### src/rtl/mrsc_valid_ready_if.sv
// Handshake bundle between N_REQ requesters, the arbiter/FIFO and one completer.
interface mrsc_valid_ready_if #(
  parameter int DSIZE = 4,
  parameter int N_REQ = 4,
  parameter int DEPTH = 4,
  parameter int IDW   = $clog2(N_REQ)
);
  localparam int CW = $clog2(DEPTH) + 1;

  logic [N_REQ-1:0]       req_valid;
  logic [N_REQ*DSIZE-1:0] req_data;
  logic [N_REQ-1:0]       req_ready;
  logic                   cpl_valid;
  logic [DSIZE-1:0]       cpl_data;
  logic [IDW-1:0]         cpl_id;
  logic                   cpl_ready;
  logic [CW-1:0]          fill_level;

  // Producer/consumer side: presents requests and the completer ready.
  modport master (
    output req_valid, req_data, cpl_ready,
    input  req_ready, cpl_valid, cpl_data, cpl_id, fill_level
  );

  // Interconnect side: arbitrates requests and serves the completer.
  modport slave (
    input  req_valid, req_data, cpl_ready,
    output req_ready, cpl_valid, cpl_data, cpl_id, fill_level
  );
endinterface

### src/rtl/mrsc_valid_ready.sv
// Multi-requester, single-completer valid/ready interconnect: a round-robin
// arbiter picks one requester per cycle and pushes {id, data} into a FIFO
// that the completer drains under its own backpressure.
module mrsc_valid_ready #(
  parameter int DSIZE = 4,
  parameter int N_REQ = 4,
  parameter int DEPTH = 4,
  parameter int IDW   = $clog2(N_REQ)
) (
  input logic               clk,
  input logic               rst,
  mrsc_valid_ready_if.slave bus
);
  localparam int AW  = $clog2(DEPTH);
  localparam int CW  = AW + 1;
  localparam int IW1 = IDW + 1;

  logic [AW-1:0]    wr_ptr_q, wr_ptr_d;
  logic [AW-1:0]    rd_ptr_q, rd_ptr_d;
  logic [CW-1:0]    count_q, count_d;
  logic [IDW-1:0]   rr_ptr_q, rr_ptr_d;
  logic [DSIZE-1:0] mem_data_q [DEPTH];
  logic [IDW-1:0]   mem_id_q   [DEPTH];

  logic             full;
  logic             empty;
  logic             gnt_vld;
  logic             push;
  logic             pop;
  logic [IDW-1:0]   gnt_idx;
  logic [IDW-1:0]   cand;
  logic [IW1-1:0]   cand_sum;
  logic [DSIZE-1:0] push_data;
  logic [N_REQ-1:0] ready_vec;

  assign full  = (count_q == CW'(DEPTH));
  assign empty = (count_q == '0);

  // Scan requesters from rr_ptr_q upward (mod N_REQ); first valid one wins.
  always_comb begin
    gnt_vld  = 1'b0;
    gnt_idx  = '0;
    cand_sum = '0;
    cand     = '0;
    for (int k = 0; k < N_REQ; k++) begin
      cand_sum = {1'b0, rr_ptr_q} + IW1'(k);
      if (cand_sum >= IW1'(N_REQ)) begin
        cand_sum = cand_sum - IW1'(N_REQ);
      end
      cand = cand_sum[IDW-1:0];
      if (!gnt_vld && bus.req_valid[cand]) begin
        gnt_vld = 1'b1;
        gnt_idx = cand;
      end
    end
  end

  // Ready never looks at cpl_ready: full alone gates it, so there is no
  // combinational path from the completer back to the requesters.
  assign push = gnt_vld && !full && !rst;
  assign pop  = !empty && bus.cpl_ready;

  // One-hot ready for the granted index and mux of its data.
  always_comb begin
    ready_vec = '0;
    push_data = '0;
    for (int i = 0; i < N_REQ; i++) begin
      if (gnt_idx == IDW'(i)) begin
        ready_vec[i] = push;
        push_data    = bus.req_data[i*DSIZE +: DSIZE];
      end
    end
  end

  assign bus.req_ready = ready_vec;

  // Next-state for pointers, occupancy and round-robin pointer.
  always_comb begin
    wr_ptr_d = wr_ptr_q;
    rd_ptr_d = rd_ptr_q;
    count_d  = count_q;
    rr_ptr_d = rr_ptr_q;
    if (push) begin
      wr_ptr_d = wr_ptr_q + AW'(1);
      rr_ptr_d = (gnt_idx == IDW'(N_REQ - 1)) ? '0 : gnt_idx + IDW'(1);
    end
    if (pop) begin
      rd_ptr_d = rd_ptr_q + AW'(1);
    end
    case ({push, pop})
      2'b10:   count_d = count_q + CW'(1);
      2'b01:   count_d = count_q - CW'(1);
      default: count_d = count_q;
    endcase
  end

  // Control state register; reset discards all FIFO contents.
  always_ff @(posedge clk) begin
    if (rst) begin
      wr_ptr_q <= '0;
      rd_ptr_q <= '0;
      count_q  <= '0;
      rr_ptr_q <= '0;
    end else begin
      wr_ptr_q <= wr_ptr_d;
      rd_ptr_q <= rd_ptr_d;
      count_q  <= count_d;
      rr_ptr_q <= rr_ptr_d;
    end
  end

  // FIFO storage: data and source tag written at the tail on push.
  always_ff @(posedge clk) begin
    if (push) begin
      mem_data_q[wr_ptr_q] <= push_data;
      mem_id_q[wr_ptr_q]   <= gnt_idx;
    end
  end

  // Head entry is masked to zero while the FIFO is empty.
  assign bus.cpl_valid  = !empty;
  assign bus.cpl_data   = empty ? '0 : mem_data_q[rd_ptr_q];
  assign bus.cpl_id     = empty ? '0 : mem_id_q[rd_ptr_q];
  assign bus.fill_level = count_q;

endmodule

### src/flat_wrapper.sv
// flat-port wrapper written by rule: the top's interface ports become plain ports
module mrsc_valid_ready_flat 
#(
  parameter int DSIZE = 4,
  parameter int N_REQ = 4,
  parameter int DEPTH = 4,
  parameter int IDW   = $clog2(N_REQ)
)
  (clk, rst, bus_req_valid, bus_req_data, bus_cpl_ready, bus_req_ready, bus_cpl_valid, bus_cpl_data, bus_cpl_id, bus_fill_level);
  mrsc_valid_ready_if #(.DSIZE(DSIZE), .N_REQ(N_REQ), .DEPTH(DEPTH), .IDW(IDW)) bus_i ();
  input logic clk;
  input logic rst;
  input wire logic [$bits(bus_i.req_valid)-1:0] bus_req_valid;
  input wire logic [$bits(bus_i.req_data)-1:0] bus_req_data;
  input wire logic [$bits(bus_i.cpl_ready)-1:0] bus_cpl_ready;
  output wire logic [$bits(bus_i.req_ready)-1:0] bus_req_ready;
  output wire logic [$bits(bus_i.cpl_valid)-1:0] bus_cpl_valid;
  output wire logic [$bits(bus_i.cpl_data)-1:0] bus_cpl_data;
  output wire logic [$bits(bus_i.cpl_id)-1:0] bus_cpl_id;
  output wire logic [$bits(bus_i.fill_level)-1:0] bus_fill_level;
  assign bus_i.req_valid = bus_req_valid;
  assign bus_i.req_data = bus_req_data;
  assign bus_i.cpl_ready = bus_cpl_ready;
  assign bus_req_ready = bus_i.req_ready;
  assign bus_cpl_valid = bus_i.cpl_valid;
  assign bus_cpl_data = bus_i.cpl_data;
  assign bus_cpl_id = bus_i.cpl_id;
  assign bus_fill_level = bus_i.fill_level;
  mrsc_valid_ready #(.DSIZE(DSIZE), .N_REQ(N_REQ), .DEPTH(DEPTH), .IDW(IDW)) u_core (.clk(clk), .rst(rst), .bus(bus_i));
endmodule
### config.mk
export PLATFORM = sky130hd
export DESIGN_NAME = mrsc_valid_ready_flat
export DESIGN_NICKNAME = d
export VERILOG_FILES = /design/src/rtl/mrsc_valid_ready_if.sv /design/src/rtl/mrsc_valid_ready.sv /design/src/flat_wrapper.sv
export SDC_FILE = /design/constraint.sdc
export NUM_CORES = 1
export LEC_CHECK = 0
export BUFFER_PORTS_ARGS = -buffer_cell sky130_fd_sc_hd__buf_2
export CORE_MARGIN = 5
export CORE_UTILIZATION = 54
export DETAILED_ROUTE_END_ITERATION = 8
export HOLD_SLACK_MARGIN = 0.15
export PLACE_DENSITY = 0.79
export SYNTH_ARGS = -nofsm -noshare
export SYNTH_HDL_FRONTEND = slang
export SYNTH_SLANG_ARGS = --single-unit
### constraint.sdc
create_clock -name clk -period 2.94 [get_ports clk]
set_clock_uncertainty 0.2 [all_clocks]
set_input_delay 0 -clock clk [delete_from_list [all_inputs] [get_ports clk]]
set_output_delay 0 -clock clk [all_outputs]
set_load 0.005 [all_outputs]
* After elaboration in Yosys (flattened, before gate mapping)
Memories as Yosys holds them, arrays and structs flattened. A register that Yosys moved wholly into a read port is not among the register bits.
Cells that the tools add are included.
** Word-level totals
- Bits in read-only memories :: 0
- RAM bits :: 24
- Bits in latches :: 0
- Memories :: 2
- Register bits after elaboration :: 9
** Cells by class
- Reductions and logical operators :: 15
- Order comparisons :: 8
- Div/mod/pow operators :: 0
- Add/sub/neg operators :: 12
- Multiplexer cells :: 38
- $mul :: 0
- Equal/unequal tests :: 6
- Bitwise gates (word level) :: 0
- Shift operators :: 0
** Memories
- u_core.mem_data_q :: words 4, width 4, read ports 1, clocked after Yosys merged registers in 1, write ports 1, line mrsc_valid_ready.sv:22 : logic [DSIZE-1:0] mem_data_q [DEPTH];
- u_core.mem_id_q :: words 4, width 2, read ports 1, clocked after Yosys merged registers in 1, write ports 1, line mrsc_valid_ready.sv:23 : logic [IDW-1:0] mem_id_q [DEPTH];
** Operators by type and width (count)
- two-way mux 2 bit :: 14
- two-way mux 4 bit :: 5
- two-way mux 1 bit :: 14
- < comparator 2 x 3 -> 1 bit (second input constant) :: 4
- >= comparator 3 bit (second input constant) :: 3
- binary-select mux 1 bit (select 2 bit) :: 4
- subtractor 2 x 1 -> 2 bit (second input constant) :: 4
- adder 2 x 1 -> 2 bit (second input constant) :: 3
- adder 2 x 2 -> 3 bit (second input constant) :: 2
- equality test 2 bit (second input constant) :: 3
- logical AND 1 bit :: 6
- zero test 1 bit :: 6
- case mux 3 bit (2 select lines) :: 1
- equality test 2 x 1 -> 1 bit (second input constant) :: 2
- adder 2 x 1 -> 3 bit (second input constant) :: 1
- adder 3 x 1 -> 3 bit (second input constant) :: 1
- equality test 3 bit (second input constant) :: 1
- >= comparator 2 x 3 -> 1 bit (second input constant) :: 1
- zero test 3 bit :: 1
- subtractor 3 x 1 -> 3 bit (second input constant) :: 1
- zero test 2 bit :: 1
- nonzero test 2 bit :: 1

* Depth between registers and ports, before layout
- Word-level depth :: 19
- Mapped depth :: 10
- Depth with buffers taken out :: 9

* Worst setup path after synthesis
No wires, ideal clock.
- Kind :: reg-to-reg
- From :: register u_core.count_q[2], in the netlist u_core.bus.fill_level[2]
- To :: register u_core.count_q[2], in the netlist u_core.bus.fill_level[2]
- Setup time :: 70 ps
- Cell stages (with the launch flop) :: 11
- Slack :: 634 ps
- Required time :: 2670 ps
- Arrival time :: 2036 ps
- Buffers on the path :: 1
- Cells stage by stage :: dfxtp_1 -> nor3b_2 -> nor3_2 -> buf_6 -> inv_1 -> ha_1 -> inv_1 -> fa_1 -> xor2_1 -> or3_1 -> a21oi_1
** Between the ends
- Word-level cells in the longest chain between the ends :: 6
- Elaborated cells on any way between the ends :: 13
** Ends and longest elaborated chain
- start: declaration :: line mrsc_valid_ready.sv:20 : logic [CW-1:0] count_q, count_d;
- start signal: assignment :: line mrsc_valid_ready.sv:107 : count_q <= count_d;
- equality test 3 bit :: line mrsc_valid_ready.sv:36 : assign full = (count_q == CW'(DEPTH));
- zero test 1 bit :: line mrsc_valid_ready.sv:60 : assign push = gnt_vld && !full && !rst;
- logical AND 1 bit (2 in a row) :: line mrsc_valid_ready.sv:60
- equality test 2 x 1 -> 1 bit or equality test 2 bit (tied branches) :: line mrsc_valid_ready.sv:90 : case ({push, pop})
- case mux 3 bit (2 select lines) or nonzero test 2 bit (tied branches)
Several ways; a longest one is shown, not always the timed one.
A chain may end at the register's enable or synchronous reset.

* Worst setup path in the final report
- From :: register u_core.rr_ptr_q[1]
- To :: memory u_core.mem_data_q[0][1], data pin
** Between the ends
- Word-level cells in the longest chain between the ends :: 19
- Elaborated cells on any way between the ends :: 44
** Ends and longest elaborated chain
- start: declaration :: line mrsc_valid_ready.sv:21 : logic [IDW-1:0] rr_ptr_q, rr_ptr_d;
- start signal: assignment :: line mrsc_valid_ready.sv:108 : rr_ptr_q <= rr_ptr_d;
- parallel branches: the longest is 13 deep, another holds adder 2 x 1 -> 3 bit
- two-way mux 2 bit * :: line mrsc_valid_ready.sv:51 : if (!gnt_vld && bus.req_valid[cand]) begin
- named net u_core.gnt_idx[0] :: line mrsc_valid_ready.sv:30 : logic [IDW-1:0] gnt_idx;
- zero test 2 bit :: line mrsc_valid_ready.sv:68 : if (gnt_idx == IDW'(i)) begin
- two-way mux 4 bit (3 in a row) :: line mrsc_valid_ready.sv:68
- two-way mux 4 bit * :: line mrsc_valid_ready.sv:68
- named net u_core.push_data[1] :: line mrsc_valid_ready.sv:33 : logic [DSIZE-1:0] push_data;
- end: declaration :: line mrsc_valid_ready.sv:22
Mark *: on every way through the listed nets, which the timed path passes. The select of a mux whose other input is x is not followed.

==> results.ini <==
[sta]
grt_setup_unrepaired = false
maxSlewViolCount = 0
finalSetupTns_ns = 0
setup-violations-final = 0
report.final.hold_viol_count = 0
fmax_mhz = 381
post-route-min-period_ns = 2.62
worst_slew_pin_slew_ns = 0.760
relSlewSlack = 0.490
min_period_over_period = 0.892

[synthesis]
syn_inst = 141
synth_top_family_by_area = simple AND/OR/NAND/NOR gates
ys_async_sr_fraction = 0
ys_warn_count = 0
synth_area_per_cell_um2 = 12.8
synth_cell_type_count = 34
synth_compound_area_frac = 0.0888
ys_seq_elements = 35
muxShareOfSynthArea = 0.111
seq_area_frac_synth = 0.521
synth_fa_ha_area_frac = 0.0735
ys.flop_type = edfxtp_1
syn_nets = 174
synth_area_um2 = 1800
yosys.area_share.xor_xnor = 0.0194
synth-simple-area-share = 0.146
synth-edff-count = 24

[die]
io_pins = 37
die_x_um = 67.8
rows = 21
initial_utilization = 0.549
die_h_um = 67.8
fp.dieArea_um2 = 4600
core_um2 = 3280

[cts]
cts_root_buf = clkbuf_4
clk_pin_slew_ns = 0.10
cts_sinks = 35
ctsLongestPathBuffers = 2
htreeDepth = 2
cts_tree = built
numCtsBuffers = 5
clk_latency_ns = 0.33

[final_layout]
layout_common_cells = 36 x buf_2, 24 x edfxtp_1, 22 x dlygate4sd3_1, 11 x dfxtp_1
final_common_cell = buf_2
nets = 235
area_delta_synth_final_pct = 28.4
drive_gt1_frac = 0.236
diodes = 0
final_cell_area_um2 = 2320

[outcome]
outcome = complete, no violations

[worst_setup_path]
crit_buf_inv = 0
rrSetupSlack_ns = 0.32
crit-reg2reg-capture = u_core.mem_data_q[0][1]
start_kind = flip-flop
crit_required_ns = 2.81
cp.depth = 7
startpoint = u_core.rr_ptr_q[1]
timing.rr.start = u_core.rr_ptr_q[1]
crit_path_top_delay_cell = o31ai_1
endpoint_kind = flip-flop
critPathCapture = u_core.mem_data_q[0][1]
reg2reg_depth = 7
cp.arrival_ns = 2.49
cp_top_family = compound AO/OA/AOI/OAI gates
worstSetupPathType = flip-flop to flip-flop
slowest_delay_ns = 0.51
cp_max_fo = 7
cp_cell_sequence = nand2b_1, a21oi_1, nor3_2, ha_1, nor2b_1, a221oi_1, o31ai_1

[detailed_routing]
antenna_left = 0
drt_iter0_drc = 74
wl_um = 3890
via_count = 1331
routedWlPerCell_um = 15.6
remaining_drc_errors = 0
viasPerCell = 5.35
first_pass_iters = 4

[grt]
grt.total_usage = 0.197
antenna_found_initial = 0
first_global_vias = 1375
grt_max_degree = 14
grt_overflow = 0
grt_pass1_wl_um = 6440

[power]
leakage_nw = 0.962
vdd_ir_drop_max_mv = 0.487
cellPowerDensity_nw_per_um2 = 821

[flow_run]
cap_violations = 0

[placement]
gp_congestion = 0.722
place_area_um2 = 2020
io_buffers = 36
post-dp-hpwl_um = 2680

[hold_path]
min_path_type = input port to flip-flop

## power by group
part | total (mW) | switching (mW) | internal [mW]
Combinational | 0.764 | 0.384 | 0.380
Clock | 0.328 | 0.153 | 0.175
Sequential | 0.810 | 0.101 | 0.709
## per-layer routing
metal	share of wire	track usage
met3	0.082	0.0749
met5	0	0
met4	0.025	0.0819
met2	0.51	0.338
met1	0.39	0.218
## timing repair
action,CTS,global route
gates resized for setup,0,1
hold buffers,21,2
setup endpoints to repair,0,5
hold endpoints to repair,35,1
buffers inserted,0,0
## logic make-up (layout without fill, tap and decap cells)
family / after synthesis / count (layout)
flops: 35 / 35
buf+inv: 15 / 77
xor+xnor: 4 / 4
fa+ha+maj: 10 / 10
simple gates: 44 / 44
compound gates: 23 / 23
mux: 10 / 10
## per-stage QoR
step                hold slack (ns)  worst slack (ns)  power [mW]  utilization  instances
finish                        0.120             0.318        1.90        0.706        249
global route                  0.169             0.141        2.05        0.706        249
CTS                           0.166            0.0312        1.91        0.701        248
detailed placement            0.138             0.198        1.54        0.614        219
global placement              0.121             0.462        1.49        0.614        219
floorplan                    0.0167             0.634        1.30            -        141
## worst reg2reg max path, cell delays in order (launching register included)
cell and delay, ns:
dfxtp_1 0.38, nand2b_1 0.17, a21oi_1 0.30, nor3_2 0.13
ha_1 0.30, nor2b_1 0.25, a221oi_1 0.12, o31ai_1 0.51
## worst min path at each step
stage                                 from                  endpoint  slack [ns]  depth (start not counted)
final                     bus_req_valid[0]        u_core.wr_ptr_q[1]        0.12                          5
after global routing      bus_req_valid[0]        u_core.rr_ptr_q[1]        0.17                          5
after CTS                  bus_req_data[0]   u_core.mem_data_q[3][0]        0.17                          3
after detailed placement               rst  u_core.bus.fill_level[0]        0.14                          2
after global placement                 rst        u_core.rd_ptr_q[0]        0.12                          2
after floorplan                        rst        u_core.rr_ptr_q[1]        0.02                          2
## layout make-up
cell class,count,area [um2]
fill,205,967
sequential,35,941
multi-input combinational,91,797
timing repair buffer,59,408
tap,46,57.6
clock inverter,3,38.8
clock buffer,5,37.5
inverter,10,37.5
## state kept, by name (all words and copies together) (netlist names), named ones only
name                   cells
u_core.bus.fill_level      3
u_core.mem_data_q         16
u_core.mem_id_q            8
u_core.rd_ptr_q            2
u_core.rr_ptr_q            2
u_core.wr_ptr_q            2
## synth_stat cells (2+ instances only)
master / count / area share
nor2_1: 9 / 0.019
o31ai_1: 5 / 0.021
mux2i_1: 2 / 0.011
dfxtp_1: 11 / 0.12
mux4_1: 6 / 0.087
a221oi_1: 3 / 0.015
ha_1: 9 / 0.062
xor2_1: 4 / 0.019
inv_1: 10 / 0.021
clkbuf_1: 2 / 0.0042
or3_1: 2 / 0.0069
buf_6: 2 / 0.012
edfxtp_1: 24 / 0.40
nor2b_1: 10 / 0.035
nor3_1: 2 / 0.0055
mux2_1: 2 / 0.012
and2_1: 8 / 0.028
nand2b_1: 3 / 0.010
o21ai_0: 2 / 0.0055
nand2_1: 5 / 0.010
a21oi_1: 7 / 0.019
No activity file was read; power rests on OpenSTA's default activity.
